**src/rtl/z80_region_decoder.sv**
```systemverilog
// Z80 address-range decoder with a programmable region table and per-region WAIT generation.
// Optional sticky unmapped-access capture is enabled by defining REGION_DECODER_UNMAPPED_EN.
module z80_region_decoder #(
    parameter  int NUM_REGIONS = 8,
    parameter  int ADDR_W      = 16,
    parameter  int WAIT_W      = 3,
    localparam int IDX_W       = (NUM_REGIONS > 1) ? $clog2(NUM_REGIONS) : 1
) (
    input  logic              clk,
    input  logic              rst,
    input  logic [ADDR_W-1:0] addr,
    input  logic              rd_n,
    input  logic              wr_n,
    input  logic              mreq_n,
    input  logic              iorq_n,
    input  logic              m1_n,
    input  logic              disable_decode,
    input  logic              cfg_we,
    input  logic [IDX_W-1:0]  cfg_idx,
    input  logic [ADDR_W-1:0] cfg_lo,
    input  logic [ADDR_W-1:0] cfg_hi,
    input  logic [WAIT_W-1:0] cfg_wait,
    input  logic              cfg_valid,
    output logic              memrd,
    output logic              memwr,
    output logic              iord,
    output logic              iowr,
    output logic              inta,
    output logic [NUM_REGIONS-1:0] region_ena,
    output logic [IDX_W-1:0]  region_idx,
    output logic              hit,
    output logic              wait_n,
    output logic              unmapped_flag,
    output logic [ADDR_W-1:0] unmapped_addr,
    input  logic              unmapped_clr
);

    // state  | meaning
    // S_IDLE | no memory access in progress, waiting for a start
    // S_WAIT | holding WAIT low, cnt = remaining low cycles
    // S_HOLD | access running with WAIT released, wait for acc to drop
    typedef enum logic [1:0] {S_IDLE, S_WAIT, S_HOLD} state_t;

    state_t            state, state_nxt;
    logic [WAIT_W-1:0] cnt, cnt_nxt;
    logic              acc, acc_d, start;

    logic [ADDR_W-1:0] lo_tbl   [NUM_REGIONS];
    logic [ADDR_W-1:0] hi_tbl   [NUM_REGIONS];
    logic [WAIT_W-1:0] wait_tbl [NUM_REGIONS];
    logic              vld_tbl  [NUM_REGIONS];

    function automatic logic [ADDR_W-1:0] ext(input logic [15:0] v);
        logic [ADDR_W-1:0] r;
        r       = '0;
        r[15:0] = v;
        return r;
    endfunction

    function automatic logic [15:0] map_lo(input int i);
        case (i)
            0:       return 16'h0000;
            1:       return 16'h6000;
            2:       return 16'h7000;
            3:       return 16'h7400;
            4:       return 16'h7800;
            5:       return 16'h7C00;
            6:       return 16'h7F00;
            default: return 16'h0000;
        endcase
    endfunction

    function automatic logic [15:0] map_hi(input int i);
        case (i)
            0:       return 16'h3FFF;
            1:       return 16'h6BFF;
            2:       return 16'h73FF;
            3:       return 16'h77FF;
            4:       return 16'h780F;
            5:       return 16'h7DFF;
            6:       return 16'h7F00;
            default: return 16'h0000;
        endcase
    endfunction

    assign memrd = ~rd_n & ~mreq_n;
    assign memwr = ~wr_n & ~mreq_n;
    assign iord  = ~rd_n & ~iorq_n;
    assign iowr  = ~wr_n & ~iorq_n;
    assign inta  = ~m1_n & ~iorq_n;

    assign acc   = memrd | memwr;
    assign start = acc & ~acc_d;

    // Scan from the top down so the lowest matching index is the one left standing.
    always_comb begin
        region_ena = '0;
        region_idx = '0;
        hit        = 1'b0;
        if (!disable_decode) begin
            for (int i = NUM_REGIONS - 1; i >= 0; i--) begin
                if (vld_tbl[i] && (addr >= lo_tbl[i]) && (addr <= hi_tbl[i])) begin
                    region_ena    = '0;
                    region_ena[i] = 1'b1;
                    region_idx    = IDX_W'(i);
                    hit           = 1'b1;
                end
            end
        end
    end

    always_ff @(posedge clk) begin
        if (rst) begin
            for (int i = 0; i < NUM_REGIONS; i++) begin
                lo_tbl[i]   <= ext(map_lo(i));
                hi_tbl[i]   <= ext(map_hi(i));
                wait_tbl[i] <= '0;
                vld_tbl[i]  <= (i < 7);
            end
        end else if (cfg_we && (int'(cfg_idx) < NUM_REGIONS)) begin
            lo_tbl[cfg_idx]   <= cfg_lo;
            hi_tbl[cfg_idx]   <= cfg_hi;
            wait_tbl[cfg_idx] <= cfg_wait;
            vld_tbl[cfg_idx]  <= cfg_valid;
        end
    end

    always_ff @(posedge clk) begin
        if (rst) begin
            state <= S_IDLE;
            cnt   <= '0;
            acc_d <= 1'b0;
        end else begin
            state <= state_nxt;
            cnt   <= cnt_nxt;
            acc_d <= acc;
        end
    end

    always_comb begin
        state_nxt = state;
        cnt_nxt   = cnt;
        case (state)
            S_IDLE: begin
                if (start) begin
                    if (hit && (wait_tbl[region_idx] != '0)) begin
                        state_nxt = S_WAIT;
                        cnt_nxt   = wait_tbl[region_idx];
                    end else begin
                        state_nxt = S_HOLD;
                    end
                end
            end
            S_WAIT: begin
                if (!acc) begin
                    state_nxt = S_IDLE;
                end else if (cnt == WAIT_W'(1)) begin
                    state_nxt = S_HOLD;
                end else begin
                    cnt_nxt = cnt - WAIT_W'(1);
                end
            end
            S_HOLD: begin
                if (!acc) state_nxt = S_IDLE;
            end
            default: state_nxt = S_IDLE;
        endcase
    end

    assign wait_n = (state != S_WAIT);

`ifdef REGION_DECODER_UNMAPPED_EN
    // A fresh unmapped start outranks a same-cycle clear and re-captures the address.
    always_ff @(posedge clk) begin
        if (rst) begin
            unmapped_flag <= 1'b0;
            unmapped_addr <= '0;
        end else if (start && !hit && !disable_decode) begin
            unmapped_flag <= 1'b1;
            if (!unmapped_flag || unmapped_clr) unmapped_addr <= addr;
        end else if (unmapped_clr) begin
            unmapped_flag <= 1'b0;
        end
    end
`else
    logic unused_clr;
    assign unused_clr    = unmapped_clr;
    assign unmapped_flag = 1'b0;
    assign unmapped_addr = '0;
`endif

endmodule
```
**config.mk**
```make
export PLATFORM = sky130hd
export DESIGN_NAME = z80_region_decoder
export DESIGN_NICKNAME = d
export VERILOG_FILES = /design/src/rtl/z80_region_decoder.sv
export SDC_FILE = /design/constraint.sdc
export NUM_CORES = 1
export LEC_CHECK = 0
export CAP_MARGIN = 15
export CORE_MARGIN = 2
export CORE_UTILIZATION = 46
export DETAILED_ROUTE_END_ITERATION = 6
export GPL_ROUTABILITY_DRIVEN = 0
export GPL_TIMING_DRIVEN = 0
export PLACE_DENSITY_LB_ADDON = 0.3
export SLEW_MARGIN = 20
export SYNTH_ARGS = -nofsm -noshare
export SYNTH_HDL_FRONTEND = slang
export SYNTH_SLANG_ARGS = --single-unit
```
**constraint.sdc**
```tcl
create_clock -name clk -period 5.5 [get_ports clk]
set_input_delay 0.825 -clock clk [delete_from_list [all_inputs] [get_ports clk]]
set_output_delay 0.825 -clock clk [all_outputs]
set_load 0.1 [all_outputs]
```
; Word level (Yosys, flattened, before mapping)
; Memory sizes are Yosys's and may differ from the RTL's.
; Index checks and enable logic that the tools add are counted.
[word_totals]
inputBits = 65
romBits = 0
n_memories = 4
reg_bits = 6
mem_bits_rw = 288
latch_bits = 0
[mem_list]
columns = name, words, word_bits, rd, rd_ports_with_merged_regs, wr, line
row1 = hi_tbl, 8, 16, 8, 0, 8, 49  ; logic [ADDR_W-1:0] hi_tbl [NUM_REGIONS];
row2 = lo_tbl, 8, 16, 8, 0, 8, 48  ; logic [ADDR_W-1:0] lo_tbl [NUM_REGIONS];
row3 = wait_tbl, 8, 3, 1, 0, 8, 50  ; logic [WAIT_W-1:0] wait_tbl [NUM_REGIONS];
row4 = vld_tbl, 8, 1, 8, 0, 8, 51  ; logic vld_tbl [NUM_REGIONS];
[op_classes]
multipliers = 0
n_lt_le_gt_ge = 16
eq_ne = 10
addsub = 1
bitwise = 13
reduce_logical = 26
shifts = 0
div = 0
muxes = 68
[ops]
columns = op, count
row1 = $mux 16, 15
row2 = $ge 16x16->1, 8
row3 = $le 16x16->1, 8
row4 = $mux 8, 9
row5 = $mux 3, 18
row6 = $reduce_or 16->1, 2
row7 = $mux 1, 19
row8 = $logic_and 1x1->1, 17
row9 = $mux 2, 5
row10 = $ne 2x2->1 const B, 5
row11 = $and 1x1->1, 6
row12 = $not 1->1, 6
row13 = $pmux 2 s3, 1
row14 = $pmux 3 s2, 1
row15 = $reduce_and 5->1, 1
row16 = $eq 3x1->1 const B, 1
row17 = $ne 3x3->1 const B, 1
row18 = $reduce_and 3->1, 1
row19 = $reduce_bool 3->1, 1
row20 = $reduce_or 3->1, 1
row21 = $sub 3x1->3 const B, 1
row22 = $eq 2x1->1 const B, 1
row23 = $eq 2x2->1 const B, 1
row24 = $logic_not 2->1, 1
row25 = other kinds (4), 4

; Logic depth before layout (Yosys ltp)
; An unclocked memory read counts as a cell.
[logic_depth]
depth_word = 19
ltp_mapped = 15

; Worst setup path before layout
; OpenSTA, ideal clock, no wires.
[synth_path]
kind = input to output
startpoint = input addr[0]
endpoint = output region_ena[3]
t_arrival_ns = 5.356
slack_ns = -0.681
cell_stages = 8
path_buffers = 0
cell_sequence = inv_1 ha_1 nand2b_1 a2111oi_0 o21ai_0 a21oi_2 a22oi_4 nor4_1
[synth_via]
elab_chain_cells = 11
elab_cells_between_ends = 36
[synth_lines]
columns = element, line
row1 = "start, declared", 11  ; input logic [ADDR_W-1:0] addr,
row2 = $ge 16x16->1, 102  ; if (vld_tbl[i] && (addr >= lo_tbl[i]) && (addr <= hi_tbl[i])) begin
row3 = $logic_and 1x1->1 (2 in series), 102
row4 = $mux 8 (6 in series), 102
row5 = $mux 8 (*), 102
row6 = $mux 8 (*), 100  ; if (!disable_decode) begin
row7 = "end, declared", 29  ; output logic [NUM_REGIONS-1:0] region_ena,
; Mark *: on every way between the ends. The rest lies on a longest branch, timed or not.

; Worst setup path in the final report
[layout_path]
startpoint = input addr[0]
endpoint = output region_idx[0]
[layout_via]
elab_chain_cells = 12
elab_cells_between_ends = 41
[layout_lines]
columns = element, line
row1 = $ge 16x16->1, 102
row2 = $logic_and 1x1->1 (2 in series), 102
row3 = $mux 3 (7 in series), 102
row4 = $mux 3 (*), 102
row5 = $mux 3 (*), 100
row6 = "end, declared", 30  ; output logic [IDX_W-1:0] region_idx,
; Marked as above.

==> flow_metrics.py <==
metrics = {
    "worst_setup_path": {
        "critical_path_peak_fanout": 6,
        "r2r-end": "cnt[1]",
        "ff2ff_setup_slack_ns": 1.03,
        "path_class": "in -> out",
        "endpoint": "region_idx[0]",
        "crit_arrival_ns": 4.61,
        "cp-end-kind": "output port",
        "start_kind": "primary input",
        "rr_worst_depth": 14,
        "r2r-start": "hi_tbl[1][7]",
        "startpoint": "addr[0]",
        "required_ns": 4.68,
    },
    "route": {
        "drc": 0,
        "top_layer": "met5",
        "dr_total_vias": 13200,
        "final_antenna_net_count": 0,
        "dr.pass1.iters": 5,
        "drt-initial-drc-count": 920,
        "wl_um": 49300,
        "vias_per_cell": 5.59,
        "wl_met2_um": 23800,
        "wl_met3_um": 2810,
        "met1_length_um": 20700,
        "wl_per_cell_um": 20.8,
    },
    "timing": {
        "rsz0062_at_grt": "no",
        "fin_crit_sh_pct": 98.8,
        "worst_slack_ns": 0.0669,
        "max_freq_mhz": 184,
        "max_slew.worst_pin.slew_ns": 1.01,
        "hold_viol": 0,
        "setup_violations": 0,
        "drv_slew": 0,
        "finClkSkew_ns": 0.0168,
        "slew_headroom_pct": 32.7,
        "period_needed_ns": 5.43,
    },
    "floorplan": {
        "die_area_um2": 40900,
        "initial_core_util_pct": 46.7,
        "die_h_um": 202,
        "dieWidth_um": 202,
        "ioPinCount": 100,
        "core-area_um2": 38700,
        "rows": 72,
    },
    "clock_network": {
        "clkSinkCount": 294,
        "clock-root-buffer": "clkbuf_16",
        "cts_tree": "yes",
        "clock_path_buffers": 3,
        "insertion_delay_ns": 0.52,
        "cts_buffers": 34,
        "clk_pin_slew_ns": 0.06,
        "cts.htree.levels": 2,
    },
    "power": {
        "combPwrFrac_pct": 18.8,
        "p_per_area_nw_per_um2": 286,
        "power.share.sequential_pct": 43.9,
        "ir_drop_mv": 0.155,
        "p_clk_share_pct": 37.2,
        "power_mw": 6.00,
        "p_int_mw": 4.29,
        "p_leak_nw": 9.02,
        "p_sw_share_pct": 28.5,
        "p_switching_mw": 1.71,
    },
    "grt": {
        "grt_overflow_total": 0,
        "grt_pass1_wl_um": 74700,
        "grt_pass1_vias": 13100,
        "antenna_found_initial": 4,
        "grt_max_degree": 36,
        "globalRouteTotalUtil_pct": 24.2,
    },
    "place": {
        "placed_area_um2": 19800,
        "post-place-ws_ns": -1.29,
        "dp_hpwl_um": 34500,
        "place_inst": 2301,
        "port_buffers": 80,
    },
    "layout": {
        "fin_cells": 2369,
        "fin_nets": 2147,
        "fin_area_um2": 21000,
        "drive_gt1_share_pct": 7.68,
        "area_growth_pct": 16.1,
    },
    "synthesis": {
        "synth_top_area_cell": "edfxtp_1",
        "netlist.area_leader.share_pct": 46.7,
        "syn_avg_cell_area_um2": 10.8,
        "synth_area_leaders": "edfxtp_1 (47%), ha_1 (18%), and2_1 (6.2%), inv_1 (5.5%), or3_1 (2.9%)",
        "synth_enable_flop_cells": 281,
        "postSynthCellCount": 1680,
        "synthArstFlopShare_pct": 0,
        "synthesis.area_um2": 18100,
        "yosysSeqAreaShare_pct": 48.1,
        "yosys_warnings": 0,
        "synth_seq_cells": 294,
        "ys_types": 73,
        "yosys_most_used_dff": "edfxtp_1",
    },
    "hold_path": {
        "hold_class": "reg -> reg",
        "hp-start": "vld_tbl[4]",
    },
    "run": {
        "cap_violations": 0,
    },
    "run_status": {
        "outcome": "completed",
    },
}
-- cells in the final DEF (no fill, tap or decap), drive strengths merged, types with 9 or more instances in the layout --
| cell type | count |
|---|---|
| a211oi | 13 |
| nor4 | 11 |
| clkbuf | 92 |
| nand2b | 41 |
| o21ai | 59 |
| o211ai | 16 |
| clkinv | 9 |
| nor2 | 48 |
| a21o | 19 |
| nand2 | 51 |
| or3 | 84 |
| inv | 264 |
| a21oi | 88 |
| buf | 49 |
| conb | 17 |
| nor3 | 18 |
| and2 | 181 |
| edfxtp | 281 |
| nand3 | 32 |
| dfxtp | 13 |
| ha | 258 |
| clkdlybuf4s50 | 54 |
| nand4 | 37 |
-- stage by stage --
stage               hold WS [ns]  TNS (ns)  utilization [%]
floorplan                  0.483         0                -
global placement           0.498   -246.39             50.6
detailed placement         0.530    -12.29             51.1
CTS                        0.545         0             54.1
global route               0.565         0             54.2
finish                     0.544         0             54.2
-- critical path, cell delays in order --
cell and delay (ns):
clkdlybuf4s50_1 0.51, clkinvlp_4 0.18, ha_1 0.32, nand2b_1 0.14, a211oi_1 0.24, o21ai_0 0.15
a211oi_1 0.69, a21oi_1 0.29, a21oi_1 0.24, a21oi_1 0.19, nor2_1 0.24, clkdlybuf4s15_2 0.59
-- cell type report --
class / count / area (um^2)
tap: 518 / 648
inverter: 263 / 991
timing repair buffer: 92 / 983
sequential: 294 / 8700
fill: 3394 / 17700
multi-input combinational: 1077 / 8270
clock buffer: 48 / 953
clock inverter: 14 / 141
antenna: 1 / 2.50
buffer: 62 / 309
-- state kept, by name, indices dropped and copies added (netlist names) --
name	cells
wait_tbl	24
acc_d	1
state	2
lo_tbl	128
vld_tbl	8
hi_tbl	128
cnt	3
-- layer usage --
| metal | GRT usage [%] | vias up |
|---|---|---|
| met1 | 30.9 | 6470 |
| met4 | 9.52 | 2 |
| met3 | 3.26 | 112 |
| li1 | - | 6255 |
| met2 | 41.5 | 410 |
| met5 | 0 | - |
-- power groups by stage --
stage / Clock [mW] / Combinational [mW] / Sequential (mW)
2_1_floorplan: 0 / 0.715 / 2.67
3_3_place_gp: 0 / 1.04 / 2.69
3_5_place_dp: 0 / 1.10 / 2.68
4_1_cts: 2.25 / 1.11 / 2.63
5_1_grt: 2.34 / 1.24 / 2.65
6_report: 2.23 / 1.13 / 2.63
-- Yosys cell counts, types with 3 or more instances --
library cell and count:
nor2b_1 8, nor4_1 9, and4_1 6, nor3_1 18, a32oi_1 3, and3_1 8
a2111oi_0 4, a31oi_1 3, a221oi_1 4, o211ai_1 16, ha_1 258, nand4_1 35
buf_4 19, clkbuf_1 41, a41oi_1 5, and2_1 180, a211oi_1 12, o21ai_0 57
dfxtp_1 13, a21oi_1 86, edfxtp_1 281, o21a_1 8, or3_1 84, nand3_1 32
o22ai_1 3, a211o_1 7, nor2_1 48, or2_2 3, nand2b_1 41, a21o_1 18
inv_1 263, nand2_1 51
-- how the worst min path moves through the flow --
stage / to / slack (ns) / cells past startpoint
after global routing: vld_tbl[4] / 0.56 / 2
after floorplan: vld_tbl[6] / 0.48 / 2
final: vld_tbl[4] / 0.54 / 2
after detailed placement: vld_tbl[0] / 0.53 / 2
after CTS: vld_tbl[4] / 0.54 / 2
after global placement: vld_tbl[6] / 0.50 / 2
-- timing repair --
action,CTS,global route
pin swaps,0,1
resized for setup,39,15
buffers inserted,4,1
gates cloned,0,0
endpoints found under the setup margin,12,10
hold buffers,0,0
-- logic make-up after synthesis --
logic type               after synthesis  synth area share (%)
AO/OA/AOI/OAI                        266                  9.71
multiplexers                           2                 0.125
AND/OR/NAND/NOR                      534                  17.0
adder cells (fa/ha/maj)              258                  17.8
buffers and inverters                325                  7.17
other                                  1                0.0207
flip-flops                           294                  48.1
Power figures use the tool's default switching activity.
